$ cat config.mk
export PLATFORM = sky130hd
export DESIGN_NAME = wide_add_seq
export DESIGN_NICKNAME = d
export VERILOG_FILES = /design/src/rtl/wide_add_seq.sv
export SDC_FILE = /design/constraint.sdc
export NUM_CORES = 1
export LEC_CHECK = 0
export CORE_MARGIN = 2
export CORE_UTILIZATION = 47
export DETAILED_ROUTE_END_ITERATION = 8
export PLACE_DENSITY = 0.8
export SYNTH_ARGS = -nofsm -noshare
export SYNTH_HDL_FRONTEND = slang
export SYNTH_SLANG_ARGS = --single-unit
$ cat constraint.sdc
create_clock -name CLK -period 1.8 [get_ports CLK]
set_input_delay 0.27 -clock CLK [delete_from_list [all_inputs] [get_ports CLK]]
set_output_delay 0.27 -clock CLK [all_outputs]
set_load 0.02 [all_outputs]
$ cat src/rtl/wide_add_seq.sv
// ============================================================================
// Module   : wide_add_seq
// Brief    : Two-pass 16-bit add sequencer feeding an external 8-bit ALU.
// Revision : 1.0
// ============================================================================
`default_nettype none

module wide_add_seq (
    input  logic        CLK,
    input  logic        RST,
    input  logic        start,
    input  logic [1:0]  op,
    input  logic [15:0] a16,
    input  logic [15:0] b16,
    input  logic [3:0]  flags_in,
    output logic [7:0]  alu_a,
    output logic [7:0]  alu_b,
    output logic        alu_cin,
    input  logic [7:0]  alu_res,
    input  logic        alu_cout,
    input  logic        alu_hout,
    output logic        busy,
    output logic        done,
    output logic [15:0] res16,
    output logic [3:0]  flags_out,
    output logic        flags_we
);

    localparam logic [1:0] OP_ADD16  = 2'b00;
    localparam logic [1:0] OP_ADDSPE = 2'b01;
    localparam logic [1:0] OP_INC16  = 2'b10;
    localparam logic [1:0] OP_DEC16  = 2'b11;

    typedef enum logic [1:0] {
        S_IDLE = 2'd0,
        S_LO   = 2'd1,
        S_HI   = 2'd2,
        S_DONE = 2'd3
    } state_t;

    state_t      state;
    state_t      state_nxt;
    logic        accept;
    logic [1:0]  op_q;
    logic [15:0] a_q;
    logic [15:0] b_q;
    logic [3:0]  flags_q;
    logic [7:0]  lo_byte;
    logic        lo_c;
    logic        lo_h;
    logic [15:0] b_eff;
    logic [3:0]  flags_nxt;

    // Effective second operand: INC/DEC are folded into a plain add.
    always_comb begin
        b_eff = b16;
        case (op)
            OP_ADD16:  b_eff = b16;
            OP_ADDSPE: b_eff = {{8{b16[7]}}, b16[7:0]};
            OP_INC16:  b_eff = 16'h0000;
            OP_DEC16:  b_eff = 16'hFFFF;
            default:   b_eff = b16;
        endcase
    end

    always_comb begin
        state_nxt = state;
        accept    = 1'b0;
        alu_a     = 8'h00;
        alu_b     = 8'h00;
        alu_cin   = 1'b0;
        case (state)
            S_IDLE: begin
                if (start) begin
                    accept    = 1'b1;
                    state_nxt = S_LO;
                end
            end
            S_LO: begin
                alu_a     = a_q[7:0];
                alu_b     = b_q[7:0];
                alu_cin   = (op_q == OP_INC16);
                state_nxt = S_HI;
            end
            S_HI: begin
                alu_a     = a_q[15:8];
                alu_b     = b_q[15:8];
                alu_cin   = lo_c;
                state_nxt = S_DONE;
            end
            S_DONE: begin
                if (start) begin
                    accept    = 1'b1;
                    state_nxt = S_LO;
                end else begin
                    state_nxt = S_IDLE;
                end
            end
            default: state_nxt = S_IDLE;
        endcase
    end

    // Flag update evaluated during HI; the high-byte ALU carries act as hi_c/hi_h.
    always_comb begin
        flags_nxt = flags_q;
        case (op_q)
            OP_ADD16:  flags_nxt = {flags_q[3], 1'b0, alu_hout, alu_cout};
            OP_ADDSPE: flags_nxt = {1'b0, 1'b0, lo_h, lo_c};
            default:   flags_nxt = flags_q;
        endcase
    end

    always_ff @(posedge CLK) begin
        if (RST) begin
            state     <= S_IDLE;
            op_q      <= 2'b00;
            a_q       <= 16'h0000;
            b_q       <= 16'h0000;
            flags_q   <= 4'h0;
            lo_byte   <= 8'h00;
            lo_c      <= 1'b0;
            lo_h      <= 1'b0;
            res16     <= 16'h0000;
            flags_out <= 4'h0;
        end else begin
            state <= state_nxt;
            if (accept) begin
                op_q    <= op;
                a_q     <= a16;
                b_q     <= b_eff;
                flags_q <= flags_in;
            end
            if (state == S_LO) begin
                lo_byte <= alu_res;
                lo_c    <= alu_cout;
                lo_h    <= alu_hout;
            end
            // Whole result commits at once so res16 never shows a half-updated value.
            if (state == S_HI) begin
                res16     <= {alu_res, lo_byte};
                flags_out <= flags_nxt;
            end
        end
    end

    assign busy     = (state == S_LO) || (state == S_HI);
    assign done     = (state == S_DONE);
    assign flags_we = (state == S_DONE) && !op_q[1];

endmodule

`default_nettype wire

Yosys cells after proc, flatten, opt, wreduce, memory -nomap -nowiden
Cells that the tools add are included.

Output and inout port bits: 40. Logic and storage cells: 36. Bits in registers: 70.

Reductions and logical operators: 7. Equality and inequality tests: 9. Multiplexer cells: 10.

Operators by type and width (number): $pmux W16 S4 (1); $pmux W8 S2 (2); $eq A2 B2 Y1 const B (5); $pmux W2 S4 (1); $pmux W4 S2 (1); $eq A2 B1 Y1 const B (3); $logic_not A2 Y1 (3); $mux W1 (3); $mux W2 (1); $ne A2 B2 Y1 const B (1); $pmux W1 S2 (1); $reduce_or A2 Y1 (1); $logic_and A1 B1 Y1 (1); $logic_not A1 Y1 (1); $logic_or A1 B1 Y1 (1).

Logic depth before layout (Yosys ltp)
Depth after elaboration: 3. Gate-level depth with buffers: 8.

Worst setup path before layout
OpenSTA, ideal clock, no wires.

Path type: register to output. From: register state[0]. To: output alu_a[7]. Arrival: 1.604 ns. Cell stages (with the launch flop): 6. Setup slack: -0.074 ns. Required time: 1.530 ns. Path through: dfxtp_1 -> inv_1 -> ha_1 -> buf_6 -> clkbuf_1 -> nor2b_1.

Cells in the longest elaborated chain, start to end: 2.

Ends and longest elaborated chain: start, declared (RTL line 41) `state_t state;`; start signal, assigned (RTL line 126) `state <= state_nxt;`; $eq A2 B2 Y1 / $eq A2 B1 Y1 (equally long branches) (RTL line 72) `case (state)`; $pmux W8 S2 (*) (RTL line 72); end, declared (RTL line 16) `output logic [7:0] alu_a,`.

Every way passes the cells marked *; elsewhere a longest branch is shown, timed or not.

Final worst setup path
From: register state[1]. To: output alu_b[1].

Cells in the longest elaborated chain, start to end: 2.

Ends and longest elaborated chain: $eq A2 B2 Y1 / $eq A2 B1 Y1 (equally long branches) (RTL line 72); $pmux W8 S2 (*) (RTL line 72); end, declared (RTL line 17) `output logic [7:0] alu_b,`.

Marked as above.

==> key figures <==
Final layout
  • Area taken by flip-flops and latches: 0.00141 sq mm
  • Layout cells sized above 1: 31.7%
  • Fillers: 420
  • Final net count: 493
  • # diodes: 0
  • Multi-input logic area: 0.00175 sq mm
  • Area delta synth->final: 51.2%
  • Finished Layout Cells: 518

Detailed routing
  • Highest metal layer with signal wires: met4
  • Wirelength per Cell: 15.9 um
  • Wire length on met1: 3.53 mm
  • Via count: 2689
  • DRT antenna net count: 0
  • Avg Vias per Cell: 5.19
  • WL final: 8.25 mm
  • Detail Route met2 WL: 4.12 mm
  • Residual DRC: 0
  • TritonRoute pass-1 iters: 4
  • Iteration-0 DRC Markers: 96
  • Metal3 WL: 390 um

Yosys
  • Mapped Avg Cell Area: 9.31 sq um
  • Syn_nets: 392
  • Synthesis-stage register bit count: 70
  • Distinct cells, synth: 31
  • Yosys warnings: 0
  • Sequential area share after synthesis: 44.8%
  • Syn Inst Count: 336
  • Synth Cell Area: 0.00313 sq mm

Placed design
  • Pre-CTS setup slack: -0.205 ns
  • Placed instance count: 498
  • Number of buffers added on ports: 90
  • Dpl hpwl: 5.19 mm
  • Gpl congestion: 0.803

Critical path
  • Critical path's top delay family: buffers and inverters
  • CP peak stage delay: 0.33 ns
  • Slowest CP cell: dfxtp_2
  • Critical-path cell list: inv_2, ha_2, buf_4, a22oi_2, nor2b_2, buf_2
  • Reg-to-reg setup timing slack: 0.07 ns
  • Data required, critical path: 1.53 ns
  • Critical path launch point type: register
  • Worst path arrival time: 1.53 ns
  • CP Max Fanout: 6
  • CP Capture Type: output port
  • Crit path kind: reg -> out
  • Worst Path Buf+Inv: 3

GRT
  • Vias in the first global route: 2671
  • Largest net degree at the start of global routing: 40
  • First-pass GRT wire length: 12.6 mm
  • Antenna violations before repair: 0
  • Gr ovfl total: 0
  • GRT Overall Usage: 21.9%

CTS
  • CTS buffer count: 9
  • Number of hold buffers added after cts: 0
  • Sink Count: 70
  • Skew-Pair Late Insertion Delay: 0.35 ns
  • Clock-pin slew on the worst setup and hold paths: 0.08 ns
  • Root Buffer: clkbuf_8
  • CTS tree: built
  • Clock H-tree levels: 3
  • Clock tree buffer depth: 2

Pwr
  • Max VDD drop: 1.42 mV
  • Leakage: 1.73 nW
  • Pwr/cell area: 1650 mW/mm^2

Job
  • Max Cap Viol: 0

Floorplan
  • Initial cell density of the core: 49.0%
  • Die ar.: 0.00732 sq mm
  • I/O Pins: 91
  • CORE AREA: 0.00639 sq mm
  • Die Ht: 85.6 um
  • # rows: 29
  • Die width: 85.6 um

Timing
  • Period utilisation layout: 100%
  • Slew @ Worst Pin: 0.507 ns
  • Minimum clock period: 1.80 ns
  • Final setup violating endpoints: 1
  • Post-Route Hold Slack: 0.366 ns
  • Final hold viol count: 0
  • FMAX: 0.554 GHz
  • PnR worst setup slack: -0.00387 ns
  • Slew headroom: 66.2%
  • RSZ-0062 raised after global routing: true
  • Fin Clk Skew: 0.00975 ns
  • Slew Viols, Final: 0

Outcome
  • Run status: finished with violations
  • Failing checks: negative setup slack

Hold path
  • Class of the worst hold path: in -> reg
## power by group
group / switching (W) / leakage (nW) / internal [W]
registers: 0.000257 / 0.574 / 0.00194
logic: 0.00187 / 1.01 / 0.00193
clock network: 0.000603 / 0.139 / 0.00120
## cells in the mapped netlist, drive strengths merged
cell	instances	area share, %
a211oi	16	5.3
a21oi	27	7.1
a22oi	16	3.8
a32oi	1	0.28
and4b	1	0.32
buf	18	4.1
clkbuf	9	1.2
dfxtp	70	45
ha	5	2.0
inv	3	0.36
mux2	2	0.72
mux2i	27	8.6
nand2	53	6.4
nand2b	16	3.4
nand3	1	0.16
nor2	46	6.0
nor2b	19	4.0
nor3	1	0.16
nor4	1	0.20
o211ai	3	0.72
o21a	1	0.24
## layout by cell type, fill, tap and decap left out, drive strengths merged
cell           count
nand2b            16
buf               44
o211ai             3
bufinv             5
nor2b             19
and4b              1
mux2i             27
mux2               2
clkinv             1
clkbuf            12
dfxtp             70
nor4               1
clkdlybuf4s15      1
a211oi            16
nand2             53
a22oi             16
a32oi              1
clkdlybuf4s50     69
inv                3
ha                 5
o21a               1
a21oi             27
nor3               1
nand3              1
nor2              46
## cell type report
| class | instances | share of cell area (%) |
|---|---|---|
| Clock buffer | 9 | 2.62 |
| Clock inverter | 6 | 3.36 |
| Inverter | 3 | 0.344 |
| Multi-Input combinational cell | 236 | 37.1 |
| Sequential cell | 70 | 29.7 |
| Tap cell | 77 | 2.04 |
| Timing Repair Buffer | 117 | 24.8 |
## through the flow
step                      power (W)  utilization [%]  instance area [sq um]  setup TNS, ns
final                       0.00779             74.1                   4730       -0.00387
after global routing        0.00815             74.1                   4730         -0.449
after CTS                   0.00732             71.3                   4550         -0.173
after detailed placement    0.00515             65.5                   4190          -2.32
after global placement      0.00507             65.5                   4190          -1.54
after floorplan             0.00419                -                   3150              0
## layer usage
| metal | global-route usage (%) | up-vias |
|---|---|---|
| li1 | - | 1330 |
| met2 | 35.7 | 80 |
| met3 | 5.87 | 19 |
| met5 | 0 | - |
| met4 | 9.38 | 0 |
| met1 | 27.4 | 1260 |
## cell families (layout without fill, tap and decap cells)
group | count (synthesis) | in the layout | share of synthesized area [%]
simple gates | 138 | 138 | 20.8
mux | 29 | 29 | 9.36
fa+ha+maj | 5 | 5 | 2.00
flops | 70 | 70 | 44.8
buf+inv | 30 | 135 | 5.64
compound gates | 64 | 64 | 17.4
## sequential cells by signal, summed over array words and instances (netlist names), 2 cells and up
signal,count
lo_byte,8
b_q,16
flags_out,4
a_q,16
res16,16
state,2
op_q,2
flags_q,4
## final timing paths
kind	end	start	cells after the start
setup reg to reg	b_q[1]	state[0]	8
hold / removal	lo_byte[5]	RST	2
hold reg to reg	flags_q[2]	flags_q[2]	2
setup / recovery	alu_b[1]	state[1]	6
## what timing repair did
item	CTS	global route
setup endpoints to repair	23	24
cloned	1	2
pin swaps	3	8
resized for setup	106	44
setup buffers	0	2
(Power assumes the default switching activity.)
